$ cat config.mk
export PLATFORM = sky130hd
export DESIGN_NAME = csr_pair_fetcher_flat
export DESIGN_NICKNAME = d
export VERILOG_FILES = /design/src/rtl/csr_pair_fetcher_if.sv /design/src/rtl/csr_pair_fetcher.sv /design/src/flat_wrapper.sv
export SDC_FILE = /design/constraint.sdc
export NUM_CORES = 1
export LEC_CHECK = 0
export BUFFER_PORTS_ARGS = -buffer_cell sky130_fd_sc_hd__clkbuf_2
export CAP_MARGIN = 0
export CELL_PAD_IN_SITES_DETAIL_PLACEMENT = 1
export CELL_PAD_IN_SITES_GLOBAL_PLACEMENT = 2
export CORE_UTILIZATION = 28
export DETAILED_ROUTE_END_ITERATION = 8
export HOLD_SLACK_MARGIN = 0.05
export PLACE_DENSITY_LB_ADDON = 0.1
export SLEW_MARGIN = 30
export SYNTH_ARGS = -nofsm -noshare
export SYNTH_HDL_FRONTEND = slang
export SYNTH_SLANG_ARGS = --single-unit
$ cat constraint.sdc
create_clock -name clk -period 2.1 [get_ports clk]
set_clock_uncertainty 0.15 [all_clocks]
set_input_delay 0.42 -clock clk [delete_from_list [all_inputs] [get_ports clk]]
set_output_delay 0.42 -clock clk [all_outputs]
set_load 0.02 [all_outputs]
$ cat src/rtl/csr_pair_fetcher_if.sv
// Operand-pair stream from csr_pair_fetcher to row_accumulator.
// The master drives the pair and its row markers; the slave returns out_ready.
interface csr_pair_fetcher_if #(
    parameter int DATA_W = 32,
    parameter int ROW_W  = 8
);
    logic [DATA_W-1:0] data_a;
    logic [DATA_W-1:0] data_b;
    logic              out_first;
    logic              out_last;
    logic [ROW_W-1:0]  out_row;
    logic              out_valid;
    logic              out_ready;

    modport master (
        output data_a, data_b, out_first, out_last, out_row, out_valid,
        input  out_ready
    );

    modport slave (
        input  data_a, data_b, out_first, out_last, out_row, out_valid,
        output out_ready
    );
endinterface

$ cat src/rtl/csr_pair_fetcher.sv
// Walks a CSR sparse matrix held in ROMs and streams (value, x[col]) operand pairs,
// one row at a time with first/last markers, under valid/ready backpressure.
//
// state      | meaning
// IDLE       | waiting for start
// P0_WAIT    | row_ptr[0] on the bus, captured as the first row start
// PN_WAIT    | row_ptr[r+1] on the bus, captured as the row end
// NZ_WAIT    | col/val at nz_addr on the bus
// X_WAIT     | x[col] on the bus, pair is built
// EMIT       | pair presented, waiting for handshake
// EMPTY      | zero pair for an empty row presented, waiting for handshake
// NEXT_ROW   | advance row, end pointer becomes next row start
// FINISH     | done pulse, drop busy
module csr_pair_fetcher #(
    parameter int DATA_W = 32,
    parameter int ROW_W  = 8,
    parameter int NZ_W   = 12,
    parameter int COL_W  = 8
) (
    input  logic              clk,
    input  logic              rst,
    input  logic              i_start,
    input  logic [ROW_W-1:0]  i_num_rows,
    output logic              o_busy,
    output logic              o_done,
    output logic [ROW_W-1:0]  o_ptr_addr,
    input  logic [NZ_W-1:0]   i_ptr_rdata,
    output logic [NZ_W-1:0]   o_nz_addr,
    input  logic [COL_W-1:0]  i_col_rdata,
    input  logic [DATA_W-1:0] i_val_rdata,
    output logic [COL_W-1:0]  o_x_addr,
    input  logic [DATA_W-1:0] i_x_rdata,
    csr_pair_fetcher_if.master pair
);

    typedef enum logic [3:0] {
        S_IDLE, S_P0_WAIT, S_PN_WAIT, S_NZ_WAIT, S_X_WAIT,
        S_EMIT, S_EMPTY, S_NEXT_ROW, S_FINISH
    } state_t;

    state_t             r_state;
    logic [ROW_W-1:0]   r_num_rows;
    logic [ROW_W-1:0]   r_row;
    logic [NZ_W-1:0]    r_k;
    logic [NZ_W-1:0]    r_end;
    logic [NZ_W-1:0]    r_row_start;
    logic [DATA_W-1:0]  r_val;
    logic               r_busy;
    logic               r_done;
    logic [ROW_W-1:0]   r_ptr_addr;
    logic [NZ_W-1:0]    r_nz_addr;
    logic [COL_W-1:0]   r_x_addr;
    logic [DATA_W-1:0]  r_data_a;
    logic [DATA_W-1:0]  r_data_b;
    logic               r_first;
    logic               r_last;
    logic [ROW_W-1:0]   r_out_row;
    logic               r_valid;

    logic               w_hs;
    logic [NZ_W-1:0]    w_k_next;
    logic [ROW_W-1:0]   w_row_next;

    assign w_hs       = r_valid && pair.out_ready;
    assign w_k_next   = r_k + NZ_W'(1);
    assign w_row_next = r_row + ROW_W'(1);

    always_ff @(posedge clk) begin
        if (rst) begin
            r_state     <= S_IDLE;
            r_num_rows  <= '0;
            r_row       <= '0;
            r_k         <= '0;
            r_end       <= '0;
            r_row_start <= '0;
            r_val       <= '0;
            r_busy      <= 1'b0;
            r_done      <= 1'b0;
            r_ptr_addr  <= '0;
            r_nz_addr   <= '0;
            r_x_addr    <= '0;
            r_data_a    <= '0;
            r_data_b    <= '0;
            r_first     <= 1'b0;
            r_last      <= 1'b0;
            r_out_row   <= '0;
            r_valid     <= 1'b0;
        end else begin
            r_done <= 1'b0;
            case (r_state)
                S_IDLE: begin
                    if (i_start) begin
                        r_num_rows <= i_num_rows;
                        r_row      <= '0;
                        r_ptr_addr <= '0;
                        r_busy     <= 1'b1;
                        if (i_num_rows == '0) begin
                            r_done  <= 1'b1;
                            r_state <= S_FINISH;
                        end else begin
                            r_state <= S_P0_WAIT;
                        end
                    end
                end
                S_P0_WAIT: begin
                    r_k        <= i_ptr_rdata;
                    r_ptr_addr <= w_row_next;
                    r_state    <= S_PN_WAIT;
                end
                S_PN_WAIT: begin
                    r_end       <= i_ptr_rdata;
                    r_row_start <= r_k;
                    if (i_ptr_rdata == r_k) begin
                        r_data_a  <= '0;
                        r_data_b  <= '0;
                        r_first   <= 1'b1;
                        r_last    <= 1'b1;
                        r_out_row <= r_row;
                        r_valid   <= 1'b1;
                        r_state   <= S_EMPTY;
                    end else begin
                        r_nz_addr <= r_k;
                        r_state   <= S_NZ_WAIT;
                    end
                end
                S_NZ_WAIT: begin
                    r_val    <= i_val_rdata;
                    r_x_addr <= i_col_rdata;
                    r_state  <= S_X_WAIT;
                end
                S_X_WAIT: begin
                    r_data_a  <= r_val;
                    r_data_b  <= i_x_rdata;
                    r_first   <= (r_k == r_row_start);
                    r_last    <= (w_k_next == r_end);
                    r_out_row <= r_row;
                    r_valid   <= 1'b1;
                    r_state   <= S_EMIT;
                end
                S_EMIT: begin
                    if (w_hs) begin
                        r_valid <= 1'b0;
                        r_k     <= w_k_next;
                        if (r_last) begin
                            r_state <= S_NEXT_ROW;
                        end else begin
                            r_nz_addr <= w_k_next;
                            r_state   <= S_NZ_WAIT;
                        end
                    end
                end
                S_EMPTY: begin
                    if (w_hs) begin
                        r_valid <= 1'b0;
                        r_state <= S_NEXT_ROW;
                    end
                end
                S_NEXT_ROW: begin
                    // The end pointer of this row is the start of the next, so row_ptr is read once per row.
                    r_row <= w_row_next;
                    r_k   <= r_end;
                    if (w_row_next == r_num_rows) begin
                        r_done  <= 1'b1;
                        r_state <= S_FINISH;
                    end else begin
                        r_ptr_addr <= r_row + ROW_W'(2);
                        r_state    <= S_PN_WAIT;
                    end
                end
                S_FINISH: begin
                    r_busy  <= 1'b0;
                    r_state <= S_IDLE;
                end
                default: r_state <= S_IDLE;
            endcase
        end
    end

    assign o_busy         = r_busy;
    assign o_done         = r_done;
    assign o_ptr_addr     = r_ptr_addr;
    assign o_nz_addr      = r_nz_addr;
    assign o_x_addr       = r_x_addr;
    assign pair.data_a    = r_data_a;
    assign pair.data_b    = r_data_b;
    assign pair.out_first = r_first;
    assign pair.out_last  = r_last;
    assign pair.out_row   = r_out_row;
    assign pair.out_valid = r_valid;

endmodule

$ cat src/flat_wrapper.sv
// flat-port wrapper written by rule: the top's interface ports become plain ports
module csr_pair_fetcher_flat 
#(
    parameter int DATA_W = 32,
    parameter int ROW_W  = 8,
    parameter int NZ_W   = 12,
    parameter int COL_W  = 8
)
  (clk, rst, i_start, i_num_rows, o_busy, o_done, o_ptr_addr, i_ptr_rdata, o_nz_addr, i_col_rdata, i_val_rdata, o_x_addr, i_x_rdata, pair_data_a, pair_data_b, pair_out_first, pair_out_last, pair_out_row, pair_out_valid, pair_out_ready);
  csr_pair_fetcher_if #(.DATA_W(DATA_W), .ROW_W(ROW_W)) pair_i ();
  input  logic clk;
  input  logic rst;
  input  logic i_start;
  input  logic [ROW_W-1:0] i_num_rows;
  output logic o_busy;
  output logic o_done;
  output logic [ROW_W-1:0] o_ptr_addr;
  input  logic [NZ_W-1:0] i_ptr_rdata;
  output logic [NZ_W-1:0] o_nz_addr;
  input  logic [COL_W-1:0] i_col_rdata;
  input  logic [DATA_W-1:0] i_val_rdata;
  output logic [COL_W-1:0] o_x_addr;
  input  logic [DATA_W-1:0] i_x_rdata;
  output wire logic [$bits(pair_i.data_a)-1:0] pair_data_a;
  output wire logic [$bits(pair_i.data_b)-1:0] pair_data_b;
  output wire logic [$bits(pair_i.out_first)-1:0] pair_out_first;
  output wire logic [$bits(pair_i.out_last)-1:0] pair_out_last;
  output wire logic [$bits(pair_i.out_row)-1:0] pair_out_row;
  output wire logic [$bits(pair_i.out_valid)-1:0] pair_out_valid;
  input wire logic [$bits(pair_i.out_ready)-1:0] pair_out_ready;
  assign pair_data_a = pair_i.data_a;
  assign pair_data_b = pair_i.data_b;
  assign pair_out_first = pair_i.out_first;
  assign pair_out_last = pair_i.out_last;
  assign pair_out_row = pair_i.out_row;
  assign pair_out_valid = pair_i.out_valid;
  assign pair_i.out_ready = pair_out_ready;
  csr_pair_fetcher #(.DATA_W(DATA_W), .ROW_W(ROW_W), .NZ_W(NZ_W), .COL_W(COL_W)) u_core (.clk(clk), .rst(rst), .i_start(i_start), .i_num_rows(i_num_rows), .o_busy(o_busy), .o_done(o_done), .o_ptr_addr(o_ptr_addr), .i_ptr_rdata(i_ptr_rdata), .o_nz_addr(o_nz_addr), .i_col_rdata(i_col_rdata), .i_val_rdata(i_val_rdata), .o_x_addr(o_x_addr), .i_x_rdata(i_x_rdata), .pair(pair_i));
endmodule
==> results.yml, run 1 <==
hold_path:
  hold_depth: 3
  min_from: "i_x_rdata[17]"
  hold_class: "input port to flop"
critical_path:
  critPathMaxStageDelay_ns: 0.38
  startpoint_type: "flop"
  required_ns: 2.34
  cpMaxStageDelayCell: "dfxtp_4"
  cp_max_fo: 6
  critPathCaptureType: "flop"
  startpoint: "u_core.r_row[1]$_SDFFE_PP0P_"
  crit_path_cell_trace: "ha_4 -> xnor2_2 -> nand2_2 -> nor4_4 -> nand3_4 -> buf_4 -> buf_6 -> nor4b_2 -> a211o_1"
  worstRegToRegCells: 9
  worstSetupPathType: "flop to flop"
  worstReg2RegStart: "u_core.r_row[1]$_SDFFE_PP0P_"
  crit_arrival_ns: 2.40
drt:
  wl_per_cell_um: 17.2
  drt-initial-drc-count: 414
  antenna_left: 0
  drc_errors: 0
  vias_per_cell: 4.83
  vias: 8653
  drt_wl_total_um: 30800
  drt_pass1_iterations: 4
final_layout:
  syn2layout_area_growth_pct: 49.9
  nFillCells: 3564
  layout-drive-gt1-share_pct: 38.8
  antennaDiodeCount: 0
  fin_nets: 1488
global_route:
  grt_pass1_vias: 8529
  gr-total-overflow: 0
  grt.busiest_layer: "met2"
  grtUsageMet2_pct: 30.3
  gr-usage-all-layers_pct: 19.0
  grt_max_degree: 79
  use_met1_pct: 25.3
  grt_pass1_wl_um: 46600
  met3_usage_pct: 4.11
  antenna_found_initial: 0
power_and_ir_drop:
  power.total_mw: 9.85
  ir_drop_v: 0.000583
  power.density_nw_per_um2: 761
  leakage_nw: 5.12
flow_run:
  cap_violations: 0
cts:
  clk_pin_slew_ns: 0.07
  cts_buffers: 17
  cts_root_buffer: "clkbuf_16"
  cts_tree: "done"
  cts_buffer_depth: 2
  clk-insertion-delay-late_ns: 0.45
  cts_sinks: 193
  htreeDepth: 4
logic_synthesis:
  yosys_warnings: 0
  synth-main-ff-cell: "dfxtp_1"
  yosysMostFrequentCell: "nand2_1"
  netlist_top_cells_count: "nand2_1 (203), dfxtp_1 (193), nor2_1 (126)"
  syn_area_per_cell_um2: 8.16
  syn-num-nets: 1158
  synthDistinctLibCells: 69
  syn_inst: 1058
  ys_seq_elements: 193
  async_reset_ff_share_pct: 0
  yosysSeqAreaShare_pct: 44.7
  synth_top_area_share_pct: 44.7
  synth-edff-count: 0
  synth_area_leaders: "dfxtp_1 (45%), nand2_1 (8.8%), a21oi_1 (6.5%)"
  syn-cell-area_um2: 8640
  yosys.area.top_type: "dfxtp_1"
placed_design:
  port_buffers: 200
  place_worst_setup_slack_ns: -0.168
  gp_congestion: 0.794
  hpwl_um: 20800
timing:
  worst_slew_pin_slew_ns: 0.480
  timing.final.ws_setup_ns: -0.0615
  slew_violations: 0
  rsz0062_at_grt: "yes"
  period_minus_slack_ns: 2.16
  max_freq_mhz: 463
  slew_headroom_pct: 67.6
  period_share_pct: 103
  hold_viol: 0
  finalSetupViolCount: 7
floorplan:
  die_h_um: 178
  floorplan.initialDensity_pct: 28.8
  rows: 63
  core_area_um2: 30000
  die_area_um2: 31600
  ios: 201
  die_x_um: 178
status:
  status: "finished with violations"
  violations: "negative setup slack"
## flip-flops by register name, summed over array words and instances (netlist names), 4 cells and up
signal	count
u_core.r_val	32
u_core.o_nz_addr	12
u_core.r_k	12
u_core.pair.out_row	8
u_core.o_x_addr	8
u_core.pair.data_a	32
u_core.pair.data_b	32
u_core.r_row	8
u_core.r_end	12
u_core.r_row_start	12
u_core.r_state	4
u_core.r_num_rows	8
u_core.o_ptr_addr	8
## kinds of logic after synthesis
kind of cell,share of synthesized area (%)
AND/OR/NAND/NOR,22.1
AO/OA/AOI/OAI,19.8
flip-flops,44.7
buffers and inverters,5.11
XOR/XNOR,6.59
multiplexers,1.04
adder cells (fa/ha/maj),0.579
## final cells by class
cell class                      instances  area [um^2]  area share [%]
Clock inverter                         11         93.8           0.725
Timing Repair Buffer                  403         3000            23.1
Inverter                                7         26.3           0.203
Tap cell                              390          488            3.77
Sequential cell                       193         3890            30.0
Clock buffer                           21          460            3.56
Multi-Input combinational cell        766         5000            38.6
## power by group
group,total (mW),internal (mW),switching (mW)
Combinational,2.59,1.15,1.44
Clock,3.20,1.61,1.59
Sequential,4.06,3.87,0.188
Total,9.85,6.63,3.22
## layout by cell type (no fill, tap or decap), types with 5 or more instances in the layout
cell type and instances:
a31oi_1 6, buf_6 8, nor4_1 5, dlygate4sd3_1 43, buf_4 129, nor4_2 5
dfxtp_2 12, nand4_1 6, buf_12 16, nor3_1 12, mux2i_1 9, a211oi_1 13
a311oi_1 5, nand2b_1 5, o21ai_0 25, a22oi_2 64, nand3_1 20, dfxtp_1 178
xnor2_1 33, a21oi_1 107, xor2_1 18, nor2_1 120, clkbuf_2 199, inv_1 5
a211oi_2 5, nand2_2 5, nand2_1 197, inv_6 6, clkbuf_16 24, a22oi_1 5
## final timing paths
check                                                           end  slack, ns
worst max-delay path              u_core.o_ptr_addr[7]$_SDFFE_PP0P_      -0.06
worst min-delay path            u_core.pair.data_b[17]$_SDFFE_PP0P_       0.07
worst max register to register    u_core.o_ptr_addr[7]$_SDFFE_PP0P_      -0.06
worst min register to register      u_core.o_x_addr[3]$_SDFFE_PP0P_       0.31
## per-stage QoR
stage	instance area [um^2]	hold WS (ns)	std cells	setup TNS [ns]	utilization, %
after CTS	12000	0.0504	1767	-0.433	39.8
after floorplan	8640	0.287	1058	0	-
after detailed placement	10900	0.298	1687	-6.64	36.2
after global placement	10900	0.292	1687	-7.99	36.2
after global routing	13000	0.0635	1791	-5.13	43.1
final	13000	0.0706	1791	-0.135	43.1
## repair_timing
action | 4_1_cts | 5_1_grt
hold endpoints to repair | 43 | 0
cloned | 0 | 10
buffers inserted | 5 | 15
setup endpoints to repair | 14 | 112
gates resized for setup | 14 | 140
hold buffers | 43 | 0
pin swaps | 4 | 25
## critical path: cells and delay by family (launching register included)
kind,cells,cell delay [ns]
and+or+nand+nor,4,0.77
AOI/OAI and AO/OA,1,0.12
DFF,1,0.38
xor gates and xnor gates,1,0.14
adders and majority gates,1,0.26
buffers and inverters,2,0.29
## layer usage
layer	share of wire (%)	vias up
met5	0	-
met4	1.8	0
met3	3.9	27
met2	46	143
met1	48	4168
li1	-	4315
(Power assumes the default switching activity.)
==> run 2, diff against run 1 <==
- SKIP_LAST_GASP: not set -> 1
==> run 2 against run 1 <==
  * The run still ends with negative setup slack left
  * Global-route usage unchanged
  * Design area shrank 0.20%
  * Critical path depth unchanged
  * Via count about the same
  * Sequential cell count did not move
  * Routed wire length about the same
  * Count of clock-buffer cells in the layout unchanged
  * Fmax fell by 0.11%
  * Register-to-register slack about the same
  * Largest power group unchanged
  * Highest routed layer unchanged
==> results.yml, run 2 (synthesis gave the netlist of run 1 again) <==
status:
  status: "finished with violations"
  violations: "negative setup slack"
floorplan:
  ios: 201
  die_area_um2: 31600
  floorplan.initialDensity_pct: 28.8
  die_h_um: 178
  die_x_um: 178
  core_area_um2: 30000
  rows: 63
critical_path:
  critPathCaptureType: "flop"
  cp_max_fo: 6
  path_buf_inv: 2
  critPathMaxStageDelay_ns: 0.38
  required_ns: 2.29
  worstSetupPathType: "flop to flop"
  worstReg2RegStart: "u_core.r_row[1]$_SDFFE_PP0P_"
  crit_arrival_ns: 2.35
  startpoint: "u_core.r_row[1]$_SDFFE_PP0P_"
  cpMaxStageDelayCell: "dfxtp_4"
  crit_path_cell_trace: "ha_4 -> and3_1 -> a211o_1 -> a31o_1 -> nand3_4 -> buf_4 -> buf_6 -> nor4b_2 -> a211o_1"
  crit_path_frequent_cell: "a211o_1"
  path_delay_family: "compound AO/OA/AOI/OAI gates"
  startpoint_type: "flop"
power_and_ir_drop:
  power.density_nw_per_um2: 761
  ir_drop_v: 0.000581
  leakage_nw: 5.12
final_layout:
  antennaDiodeCount: 0
  fin_nets: 1488
  final_common_cell: "clkbuf_2"
  syn2layout_area_growth_pct: 49.6
  final_cell_mix: "clkbuf_2 (199), nand2_1 (198), dfxtp_1 (178)"
  layout-drive-gt1-share_pct: 38.4
drt:
  drt-initial-drc-count: 377
  drt_wl_total_um: 30800
  drc_errors: 0
  wl_per_cell_um: 17.2
  vias_per_cell: 4.83
  vias: 8650
  antenna_left: 0
  drt_pass1_iterations: 4
global_route:
  gr-total-overflow: 0
  grt_pass1_vias: 8529
  grt_pass1_wl_um: 46600
  antenna_found_initial: 0
  grt_max_degree: 79
  gr-usage-all-layers_pct: 19.0
timing:
  hold_viol: 0
  slew_headroom_pct: 67.6
  max_freq_mhz: 462
  slew_violations: 0
  period_minus_slack_ns: 2.16
  finalSetupViolCount: 24
  worst_slew_pin_slew_ns: 0.481
  timing.final.ws_setup_ns: -0.0638
  rsz0062_at_grt: "yes"
  timing.hold.ws_ns: 0.0719
  setup_tns_ns: -0.262
  period_share_pct: 103
placed_design:
  gp_congestion: 0.794
  hpwl_um: 20800
  place_worst_setup_slack_ns: -0.168
  port_buffers: 200
cts:
  cts_tree: "done"
  clk-insertion-delay-late_ns: 0.45
  cts_buffers: 17
  clk_pin_slew_ns: 0.07
  htreeDepth: 4
  cts_root_buffer: "clkbuf_16"
  cts_buffer_depth: 2
  cts_sinks: 193
hold_path:
  min_from: "i_x_rdata[17]"
  hold_class: "input port to flop"
flow_run:
  cap_violations: 0
[run 2: changes by cell type in the layout (fill, tap and decap cells not counted)]
cell / change
a211oi_1: +1
a211oi_2: -1
and3_1: +1
and3_4: -1
nand2_1: +1
nand2_2: -1
nor4_1: +1
nor4_2: -1
xor2_1: +1
xor2_2: -1
[run 2: through the flow]
| stage | area (um^2) | util [%] | power [mW] | instances |
|---|---|---|---|---|
| 5_1_grt | 12900 | 43.0 | 10.4 | 1791 |
| 3_5_place_dp | 10900 | 36.2 | 6.29 | 1687 |
| 3_3_place_gp | 10900 | 36.2 | 6.28 | 1687 |
| 6_report | 12900 | 43.0 | 9.84 | 1791 |
| 4_1_cts | 12000 | 39.8 | 9.62 | 1767 |
| 2_1_floorplan | 8640 | - | 5.37 | 1058 |
[run 2: repair_timing]
action	CTS	global route
buffers inserted	5	15
cloned	0	10
hold endpoints to repair	43	0
hold buffers	43	0
gates resized for setup	14	135
pin swaps	4	24
endpoints found under the setup margin	14	112
[run 2: worst min-delay path, stage by stage]
cell,delay (ns)
clkbuf_2,0.08
a22oi_2,0.06
nor2_1,0.07
[run 2: path summary, 6_finish.rpt]
| path | end | slack, ns | cells past startpoint |
|---|---|---|---|
| max | u_core.o_ptr_addr[7]$_SDFFE_PP0P_ | -0.06 | 9 |
| min | u_core.pair.data_b[17]$_SDFFE_PP0P_ | 0.07 | 3 |
| max reg2reg | u_core.o_ptr_addr[7]$_SDFFE_PP0P_ | -0.06 | 9 |
| min reg2reg | u_core.o_x_addr[1]$_SDFFE_PP0P_ | 0.31 | 2 |
[run 2: where the power goes]
group	switching, mW	internal [mW]	leakage, nW
combinational	1.44	1.15	3.29
sequential	0.187	3.87	1.57
clock	1.59	1.61	0.266
[run 2: layer usage]
| layer | up-vias | global-route usage (%) | wire length [um] |
|---|---|---|---|
| li1 | 4314 | - | - |
| met1 | 4150 | 25.3 | 14700 |
| met2 | 159 | 30.3 | 14300 |
| met3 | 27 | 4.11 | 1290 |
| met4 | 0 | 6.09 | 553 |
| met5 | - | 0 | 0 |
[run 2: area by class of cell]
| class | instances | area [um^2] |
|---|---|---|
| fill | 3567 | 17100 |
| multi-input combinational | 766 | 4970 |
| sequential | 193 | 3890 |
| timing repair buffer | 403 | 3000 |
| tap | 390 | 488 |
| clock buffer | 21 | 460 |
| clock inverter | 11 | 93.8 |
| inverter | 7 | 26.3 |
==> run 3, diff against run 2 <==
- ABC_AREA: not set -> 1
- CORE_UTILIZATION: 28 -> 27
==> run 3 against run 2 <==
  * The flow now finishes without violations
  * Core utilization down 5.8 points
  * Combinational power down 22%
  * Fmax up 8.0%
  * Design area down 12%
  * Area after synthesis down 3.1%
  * Worst hold slack worse by 0.0023 ns
  * First-iteration DRC count down 21%
  * Critical endpoint is now u_core.o_ptr_addr[5]$_SDFFE_PP0P_
  * Highest routed layer unchanged
==> results.yml, run 3 <==
logic_synthesis:
  synth-edff-count: 0
  syn_inst: 1141
  syn-cell-area_um2: 8370
  synthDistinctLibCells: 40
  async_reset_ff_share_pct: 0
  yosysSeqAreaShare_pct: 46.2
  ys_seq_elements: 193
  yosys_warnings: 0
  syn_area_per_cell_um2: 7.34
  synth-main-ff-cell: "dfxtp_1"
  yosys.area.top_type: "dfxtp_1"
  yosysMostFrequentCell: "nand2_1"
  netlist_top_cells_count: "nand2_1 (250), dfxtp_1 (193), a21oi_1 (140)"
  syn-num-nets: 1241
  synth_top_area_share_pct: 46.2
  synth_area_leaders: "dfxtp_1 (46%), nand2_1 (11%), a21oi_1 (8.4%)"
critical_path:
  startpoint_type: "flop"
  crit_path_frequent_cell: "nand2_2"
  worstSetupPathType: "flop to flop"
  critPathCaptureType: "flop"
  r2r-end: "u_core.o_ptr_addr[5]$_SDFFE_PP0P_"
  cpMaxStageDelayCell: "dfxtp_4"
  worstRegToRegCells: 15
  crit_cells: 15
  worstReg2RegStart: "u_core.r_row[1]$_SDFFE_PP0P_"
  path_buf_inv: 0
  startpoint: "u_core.r_row[1]$_SDFFE_PP0P_"
  crit_path_cell_trace: "ha_4 -> nand2_4 -> nor2_4 -> nand2_2 -> nand2_2 -> nand2_2 -> nand2_1 -> nand2_1 -> nor2_2 -> nand2_2 -> nand2_4 -> nand2_8 -> nand3b_1 -> nand2_1 -> nor2_1"
  cp_max_fo: 8
  critPathMaxStageDelay_ns: 0.39
  path_delay_family: "simple AND/OR/NAND/NOR gates"
  crit_arrival_ns: 2.24
  reg2reg_slack_ns: 0.1
  cp-endpoint: "u_core.o_ptr_addr[5]$_SDFFE_PP0P_"
  required_ns: 2.34
drt:
  drt_pass1_iterations: 4
  drt-initial-drc-count: 298
  vias: 8296
  antenna_left: 0
  drc_errors: 0
  wl_per_cell_um: 15.7
  drt_wl_total_um: 28400
  vias_per_cell: 4.58
final_layout:
  nFillCells: 3745
  multi_input_area_um2: 3980
  final_cell_mix: "nand2_1 (242), clkbuf_2 (199), dfxtp_1 (184)"
  fin_area_um2: 11400
  layout-drive-gt1-share_pct: 25.4
  sequential_cell_area_um2: 3880
  antennaDiodeCount: 0
  fin_nets: 1502
  final_common_cell: "nand2_1"
  fin_cells: 1811
  syn2layout_area_growth_pct: 35.8
global_route:
  gr-total-overflow: 0
  grt_pass1_vias: 8434
  grt_pass1_wl_um: 44700
  grt_max_degree: 87
  antenna_found_initial: 0
  gr-usage-all-layers_pct: 18.1
timing:
  hold_viol: 0
  worst_slew_pin_slew_ns: 0.476
  timing.hold.ws_ns: 0.0696
  finalSetupViolCount: 0
  period_share_pct: 95.4
  slew_headroom_pct: 68.0
  setup_tns_ns: 0
  max_freq_mhz: 499
  slew_violations: 0
  period_minus_slack_ns: 2.00
  rsz0062_at_grt: "yes"
cts:
  cts_setup_buffers: 0
  cts_buffer_depth: 2
  htreeDepth: 4
  cts_buffers: 17
  cts_tree: "done"
  cts_sinks: 193
  clk-insertion-delay-late_ns: 0.45
  clk_pin_slew_ns: 0.08
  cts_root_buffer: "clkbuf_16"
floorplan:
  die_area_um2: 31700
  floorplan.initialDensity_pct: 27.4
  die_x_um: 178
  ios: 201
  rows: 64
  core_area_um2: 30500
  die_h_um: 178
placed_design:
  gp_congestion: 0.800
  place_inst: 1732
  placed_area_um2: 10100
  hpwl_um: 19300
  port_buffers: 200
power_and_ir_drop:
  power.density_nw_per_um2: 846
  power.total_mw: 9.61
  ir_drop_v: 0.000547
  leakage_nw: 4.86
status:
  status: "finished clean"
flow_run:
  cap_violations: 0
hold_path:
  hold_class: "input port to flop"
run 3: cells by family (layout without fill, tap and decap cells):
group	Yosys count	in the layout	share of synthesized area (%)
AO/OA/AOI/OAI	286	286	17.8
XOR/XNOR	35	35	3.83
adder cells (fa/ha/maj)	4	4	0.598
buffers and inverters	151	424	7.74
flip-flops	193	193	46.2
AND/OR/NAND/NOR	472	473	23.8
run 3: what timing repair did:
action | 4_1_cts | 5_1_grt
gates cloned | 0 | 1
hold endpoints to repair | 46 | 0
setup endpoints to repair | 5 | 23
hold buffers | 46 | 0
pin swaps | 0 | 14
gates resized for setup | 4 | 40
run 3: per-stage QoR:
stage / utilization, % / worst slack (ns)
after floorplan: - / 0.0954
after global placement: 33.2 / 0.0289
after detailed placement: 33.2 / -0.0235
after CTS: 36.8 / 0.00729
after global routing: 37.3 / -0.0449
final: 37.3 / 0.0973
run 3: layer usage:
layer	GRT usage (%)	share of wire, %	vias to the layer above
met5	0	0	-
met4	4.49	0.82	0
met3	5.61	6.2	13
met2	29.5	46	149
met1	23.2	47	3890
li1	-	-	4244
run 3: worst min-delay path, delay by kind of cell:
kind            cells  cell delay [ns]
buf+inv             1             0.07
compound gates      1             0.07
simple gates        1             0.07
run 3: report_power, final:
group,internal (mW),total (mW),switching (mW)
registers,3.93,4.13,0.193
clock network,1.82,3.47,1.65
logic,0.823,2.01,1.19
total,6.58,9.61,3.03
run 3: how the worst min path moves through the flow:
stage               depth (start not counted)                               from                                end  slack, ns
global placement                            2   u_core.o_nz_addr[5]$_SDFFE_PP0P_   u_core.o_nz_addr[5]$_SDFFE_PP0P_       0.28
floorplan                                   2  u_core.r_num_rows[6]$_SDFFE_PP0P_  u_core.r_num_rows[6]$_SDFFE_PP0P_       0.29
CTS                                         3                     i_val_rdata[3]       u_core.r_val[3]$_SDFFE_PP0P_       0.05
detailed placement                          2   u_core.o_nz_addr[5]$_SDFFE_PP0P_   u_core.o_nz_addr[5]$_SDFFE_PP0P_       0.29
global route                                3                     i_val_rdata[3]       u_core.r_val[3]$_SDFFE_PP0P_       0.05
finish                                      3                    i_val_rdata[24]      u_core.r_val[24]$_SDFFE_PP0P_       0.07
run 3: final cells by class:
cell class | instances | share of cell area (%)
well taps | 396 | 4.36
repair buffers | 309 | 18.4
clock buffers | 17 | 3.74
inverters | 83 | 2.74
flip-flops and latches | 193 | 34.1
clock inverters | 15 | 1.62
multi-input cells | 798 | 35.0
